$ cat src/rtl/alu_share_arbiter_pkg.sv
// Shared types and constants for the two-requester ALU sharing arbiter.
package alu_share_arbiter_pkg;

    localparam int unsigned ALU_W = 32;
    localparam int unsigned REQ_N = 2;
    localparam int unsigned OPC_W = 5;
    localparam int unsigned F3_W  = 3;

    localparam logic [OPC_W-1:0] OP_R     = 5'b01100;
    localparam logic [OPC_W-1:0] OP_I     = 5'b00100;
    localparam logic [OPC_W-1:0] OP_LUI   = 5'b01101;
    localparam logic [OPC_W-1:0] OP_AUIPC = 5'b00101;
    localparam logic [OPC_W-1:0] OP_LOAD  = 5'b00000;
    localparam logic [OPC_W-1:0] OP_STORE = 5'b01000;
    localparam logic [OPC_W-1:0] OP_JAL   = 5'b11011;
    localparam logic [OPC_W-1:0] OP_JALR  = 5'b11001;
    localparam logic [OPC_W-1:0] OP_BR    = 5'b11000;

    typedef enum logic [1:0] {
        IDLE = 2'd0,
        EXEC = 2'd1,
        RESP = 2'd2
    } state_e;

    typedef struct packed {
        logic [OPC_W-1:0] opcode;
        logic [F3_W-1:0]  func3;
        logic             func7;
        logic [ALU_W-1:0] op1;
        logic [ALU_W-1:0] op2;
    } alu_req_t;

    // Branch func3 010/011 have no compare defined; everything else listed is legal.
    function automatic logic is_legal(input logic [OPC_W-1:0] opc, input logic [F3_W-1:0] f3);
        logic ok;
        case (opc)
            OP_R, OP_I, OP_LUI, OP_AUIPC,
            OP_LOAD, OP_STORE, OP_JAL, OP_JALR: ok = 1'b1;
            OP_BR:   ok = (f3 != 3'b010) && (f3 != 3'b011);
            default: ok = 1'b0;
        endcase
        return ok;
    endfunction

endpackage

$ cat src/rtl/alu_share_arbiter_alu.sv
// Combinational RV32-style ALU evaluated from a latched request payload.
module alu_share_arbiter_alu
    import alu_share_arbiter_pkg::*;
(
    input  alu_req_t         req,
    output logic [ALU_W-1:0] result
);

    logic [4:0]       shamt;
    logic [ALU_W-1:0] sum;
    logic [ALU_W-1:0] diff;
    logic             lt_s;
    logic             lt_u;
    logic             eq;

    always_comb begin
        shamt = req.op2[4:0];
        sum   = req.op1 + req.op2;
        diff  = req.op1 - req.op2;
        lt_s  = $signed(req.op1) < $signed(req.op2);
        lt_u  = req.op1 < req.op2;
        eq    = req.op1 == req.op2;
        result = '0;
        case (req.opcode)
            OP_R, OP_I: begin
                case (req.func3)
                    3'b000:  result = (req.opcode == OP_R && req.func7) ? diff : sum;
                    3'b001:  result = req.op1 << shamt;
                    3'b010:  result = ALU_W'(lt_s);
                    3'b011:  result = ALU_W'(lt_u);
                    3'b100:  result = req.op1 ^ req.op2;
                    3'b101:  result = req.func7 ? ALU_W'($signed(req.op1) >>> shamt)
                                                : req.op1 >> shamt;
                    3'b110:  result = req.op1 | req.op2;
                    default: result = req.op1 & req.op2;
                endcase
            end
            OP_LUI:                      result = req.op2;
            OP_AUIPC, OP_LOAD, OP_STORE: result = sum;
            OP_JAL, OP_JALR:             result = req.op1 + ALU_W'(4);
            OP_BR: begin
                case (req.func3)
                    3'b000:  result = ALU_W'(eq);
                    3'b001:  result = ALU_W'(!eq);
                    3'b100:  result = ALU_W'(lt_s);
                    3'b101:  result = ALU_W'(!lt_s);
                    3'b110:  result = ALU_W'(lt_u);
                    3'b111:  result = ALU_W'(!lt_u);
                    default: result = '0;
                endcase
            end
            default: result = '0;
        endcase
    end

endmodule

$ cat src/rtl/alu_share_arbiter.sv
// Round-robin sharing of one ALU between the EX stage (req 0) and the aux unit (req 1).
module alu_share_arbiter
    import alu_share_arbiter_pkg::*;
#(
    parameter int unsigned DATA_W = 32,
    parameter int unsigned NREQ   = 2
) (
    input  logic                    clk,
    input  logic                    rst,
    input  logic [NREQ-1:0]         req_valid,
    output logic [NREQ-1:0]         req_ready,
    input  logic [NREQ*OPC_W-1:0]   req_opcode,
    input  logic [NREQ*F3_W-1:0]    req_func3,
    input  logic [NREQ-1:0]         req_func7,
    input  logic [NREQ*DATA_W-1:0]  req_op1,
    input  logic [NREQ*DATA_W-1:0]  req_op2,
    input  logic                    flush,
    output logic [NREQ-1:0]         resp_valid,
    input  logic [NREQ-1:0]         resp_ready,
    output logic [DATA_W-1:0]       resp_data,
    output logic                    resp_illegal,
    output logic                    busy
);

    state_e            state_q, state_d;
    logic              last_grant_q, last_grant_d;
    alu_req_t          req_q, req_d;
    logic [DATA_W-1:0] resp_data_q, resp_data_d;
    logic              resp_illegal_q, resp_illegal_d;

    alu_req_t          cand [NREQ];
    logic              any_valid;
    logic              other;
    logic              win;
    logic              legal;
    logic [ALU_W-1:0]  alu_result;

    // Unpack the flat per-requester buses into payload structs.
    always_comb begin
        for (int unsigned i = 0; i < NREQ; i++) begin
            cand[i].opcode = req_opcode[i*OPC_W +: OPC_W];
            cand[i].func3  = req_func3[i*F3_W +: F3_W];
            cand[i].func7  = req_func7[i];
            cand[i].op1    = req_op1[i*DATA_W +: DATA_W];
            cand[i].op2    = req_op2[i*DATA_W +: DATA_W];
        end
    end

    // The requester that did not win last time has priority.
    always_comb begin
        any_valid = |req_valid;
        other     = ~last_grant_q;
        win       = req_valid[other] ? other : last_grant_q;
    end

    alu_share_arbiter_alu u_alu (
        .req    (req_q),
        .result (alu_result)
    );

    assign legal = is_legal(req_q.opcode, req_q.func3);

    always_ff @(posedge clk or posedge rst) begin
        if (rst) begin
            state_q        <= IDLE;
            last_grant_q   <= 1'b1;
            req_q          <= '0;
            resp_data_q    <= '0;
            resp_illegal_q <= 1'b0;
        end else begin
            state_q        <= state_d;
            last_grant_q   <= last_grant_d;
            req_q          <= req_d;
            resp_data_q    <= resp_data_d;
            resp_illegal_q <= resp_illegal_d;
        end
    end

    // Next-state: a completed handshake and a flush both return to IDLE.
    always_comb begin
        state_d = state_q;
        case (state_q)
            IDLE:    if (any_valid) state_d = EXEC;
            EXEC:    state_d = flush ? IDLE : RESP;
            RESP:    if (flush || resp_ready[last_grant_q]) state_d = IDLE;
            default: state_d = IDLE;
        endcase
    end

    // Operand capture at grant, result capture at the end of EXEC.
    always_comb begin
        req_d          = req_q;
        last_grant_d   = last_grant_q;
        resp_data_d    = resp_data_q;
        resp_illegal_d = resp_illegal_q;
        if (state_q == IDLE && any_valid) begin
            req_d        = cand[win];
            last_grant_d = win;
        end
        if (state_q == EXEC && !flush) begin
            resp_data_d    = legal ? DATA_W'(alu_result) : '0;
            resp_illegal_d = !legal;
        end
    end

    // Outputs decoded from state; last_grant_q names the requester being served.
    always_comb begin
        req_ready  = '0;
        resp_valid = '0;
        busy       = (state_q != IDLE);
        if (state_q == IDLE && any_valid && !rst) req_ready[win] = 1'b1;
        if (state_q == RESP) resp_valid[last_grant_q] = 1'b1;
    end

    assign resp_data    = resp_data_q;
    assign resp_illegal = resp_illegal_q;

endmodule

$ cat config.mk
export PLATFORM = sky130hd
export DESIGN_NAME = alu_share_arbiter
export DESIGN_NICKNAME = d
export VERILOG_FILES = /design/src/rtl/alu_share_arbiter_pkg.sv /design/src/rtl/alu_share_arbiter_alu.sv /design/src/rtl/alu_share_arbiter.sv
export SDC_FILE = /design/constraint.sdc
export NUM_CORES = 1
export LEC_CHECK = 0
export ABC_AREA = 0
export ABC_CLOCK_PERIOD_IN_PS = 4500
export CORE_MARGIN = 1
export CORE_UTILIZATION = 30
export DETAILED_ROUTE_END_ITERATION = 6
export HOLD_SLACK_MARGIN = 0.05
export SLEW_MARGIN = 15
export SYNTH_ARGS = -nofsm -noshare
export SYNTH_HDL_FRONTEND = slang
export SYNTH_HIERARCHICAL = 1
export SYNTH_SLANG_ARGS = --single-unit
$ cat constraint.sdc
create_clock -name clk -period 4.5 [get_ports clk]
set_input_delay 0.9 -clock clk [delete_from_list [all_inputs] [get_ports clk]]
set_output_delay 0.9 -clock clk [all_outputs]
set_load 0.1 [all_outputs]
==> run_results.csv <==
group,metric,value,unit
synthesis,synth_top_cell_by_area,"dfrtp_1",
setup_path,end_kind,"register",
setup_path,path_buf_inv,2,
place,place_inst,2884,
global_routing,grt_pass1_vias,17100,
clocking,post_cts_buffers,0,
synthesis,synth_top_cell_area_share,17.8,%
floorplanning,rows,81,
final_layout,nets,2484,
drt,avgViaCountPerCell,6.11,
drt,route.detailed.drc,5,
floorplanning,die_x,227,µm
place,dpl.hpwl,59.4,mm
setup_path,slowest_stage,"dfrtp_1",
clocking,cts_buffer_depth,2,
sta,finalSetupViolCount,0,
setup_path,crit_chain,"inv_1 > ha_1 > inv_1 > a21oi_1 > a31oi_1 > o21ai_0 > a21oi_1 > o21ai_0 > o2bb2ai_1 > mux2i_1 > or3_1 > nand2_1 > o21ai_1",
setup_path,critPathKind,"reg2reg",
sta,slew_headroom,31.3,%
clocking,path_clk_slew,0.08,ns
sta,worst_clock_skew,0.0150,ns
status,run_status,"finished, violations left",
floorplanning,die_h,227,µm
drt,dr.pass1.iters,7,
global_routing,grt_max_degree,110,
global_routing,grt_first_pass_wirelength,113,mm
setup_path,r2r-start,"req_q[41]$_DFFE_PP0P_",
synthesis,syn_inst,2114,
clocking,clock_sinks,109,
sta,tns,0,ns
final_layout,area_delta_synth_final,20.5,%
min_path,min_from,"resp_data[30]$_DFFE_PP0P_",
floorplanning,initial_utilization,30.7,%
status,violations,"DRC",
drt,routedWlPerCell,26.5,µm
setup_path,cp_top_family,"compound AO/OA/AOI/OAI gates",
clocking,cts_tree,"yes",
sta,finalCriticalPeriod,4.11,ns
setup_path,cp.arrival,4.39,ns
setup_path,crit_fanout,15,
clocking,root_buffer,"clkbuf_16",
clocking,postCtsHoldBufs,0,
synthesis,synth_area,15100,µm²
synthesis,synthTopCellsByArea,"dfrtp_1 (18%), nor2_1 (8.2%), ha_1 (8.1%), mux4_2 (6.1%), nand2_1 (6.0%)",
synthesis,synth_edf_count,0,
drt,vias,17700,
floorplanning,io_pins,191,
final_layout,drive_gt1_share,9.21,%
final_layout,regArea,2740,µm²
setup_path,critPathMaxStageDelay,0.68,ns
clocking,htreeDepth,3,
global_routing,overflow,0,
synthesis,ys.flop_type,"dfrtp_1",
global_routing,track_usage,29.7,%
setup_path,cp-start-kind,"register",
sta,worstMarginPinSlew,1.03,ns
synthesis,syn_avg_cell_area,7.16,µm²
synthesis,ys_warn_count,6,
synthesis,postSynthNetCount,2367,
sta,fin_crit_sh,91.3,%
final_layout,fin_cells,2900,
clocking,clock_latency,0.40,ns
floorplanning,die-area,51400,µm²
drt,drt_wl_total,76.9,mm
global_routing,antenna_found_initial,0,
drt,drtIter0Drc,2294,
place,io_buffers,190,
final_layout,fill_cells,5305,
synthesis,synth.distinct_cells,82,
sta,max_freq,0.243,GHz
final_layout,antennaDiodeCount,0,
clocking,cts_made_buffers,9,
synthesis,synthArstFlopShare,100,%
drt,drtAntennaViolNets,0,
setup_path,required,4.78,ns
synthesis,ys_seq_elements,109,
sta,rsz0062_at_grt,"no",
floorplanning,placeableCoreArea,49400,µm²
sta,hold_violations,0,
clocking,cts_resized,0,
synthesis,synth_most_common_cell,"nor2_1",
place,place.gp.congestion,1.04,
sta,slew_violations,0,
setup_path,startpoint,"req_q[41]$_DFFE_PP0P_",
synthesis,synth_common_cells,"nor2_1 (331), nand2_1 (242), a21oi_1 (148), o21ai_0 (129), dfrtp_1 (108)",
job,drv_cap,0,
synthesis,yosysSeqAreaShare,18.0,%
min_path,hold_path.class,"reg2reg",
final_layout,multi_input_area,11200,µm²
final cells by class:
cell class	instances	share of cell area [%]
clock buffers	13	1.37
clock inverters	3	0.377
inverters	105	2.17
well taps	664	4.55
repair buffers	290	14.9
flip-flops and latches	109	15.0
multi-input cells	1716	61.6
cells in the final DEF, fill, tap and decap left out, types with 33 or more instances in the layout:
cell type,synthesis,routed
a21oi_1,148,148
buf_4,15,96
clkdlybuf4s50_1,0,188
dfrtp_1,108,104
ha_1,98,98
inv_1,101,100
mux2i_1,40,40
mux4_2,41,41
nand2_1,242,242
nand3_1,40,38
nor2_1,331,331
o21ai_0,129,129
o21ai_1,33,33
o22ai_1,93,93
xnor2_1,70,70
worst min-delay path, delay by kind of cell (launching register included):
family | cells | cell delay, ns
flip-flops | 1 | 0.35
AO/OA/AOI/OAI | 1 | 0.06
AND/OR/NAND/NOR | 1 | 0.05
path summary, 6_finish.rpt:
check / endpoint / slack [ns] / depth (start not counted)
setup / recovery: resp_data[0]$_DFFE_PP0P_ / 0.39 / 13
setup reg to reg: resp_data[0]$_DFFE_PP0P_ / 0.39 / 13
hold / removal: resp_data[30]$_DFFE_PP0P_ / 0.49 / 2
hold reg to reg: resp_data[30]$_DFFE_PP0P_ / 0.49 / 2
max in group asynchronous: req_q[52]$_DFFE_PP0P_ / 2.93 / 3
min in group asynchronous: req_q[72]$_DFFE_PP0P_ / 1.05 / 3
state kept, by name, indices dropped and copies added, names as in the netlist:
register / cells
req_q: 73
resp_data: 32
state_q: 2
last_grant_q: 1
resp_illegal: 1
layer usage:
metal  global-route usage [%]  routed length (µm)  vias up
met3                     4.91                6240      174
met2                     47.6               35000      986
li1                         -                   -     7941
met5                        0                   0        -
met1                     38.9               32000     8606
met4                     13.9                3600        0
kinds of logic after synthesis:
group / count (synthesis) / synth area share (%)
xor gates and xnor gates: 75 / 4.34
and+or+nand+nor: 741 / 20.7
DFF: 109 / 18.0
AOI/OAI and AO/OA: 697 / 30.0
adders and majority gates: 100 / 8.36
buffers and inverters: 289 / 8.04
muxes: 103 / 10.5
stage by stage:
step	cell area [µm²]	setup WS (ns)	util, %	hold slack (ns)
floorplan	15100	0.706	-	0.498
global placement	17900	0.672	36.3	0.472
detailed placement	17900	0.579	36.3	0.476
CTS	18200	0.574	37.0	0.491
global route	18200	0.191	37.0	0.514
finish	18200	0.390	37.0	0.487
Power is not shown: default switching activity piles up to over one toggle a cycle in this logic, so the estimate is an artifact.
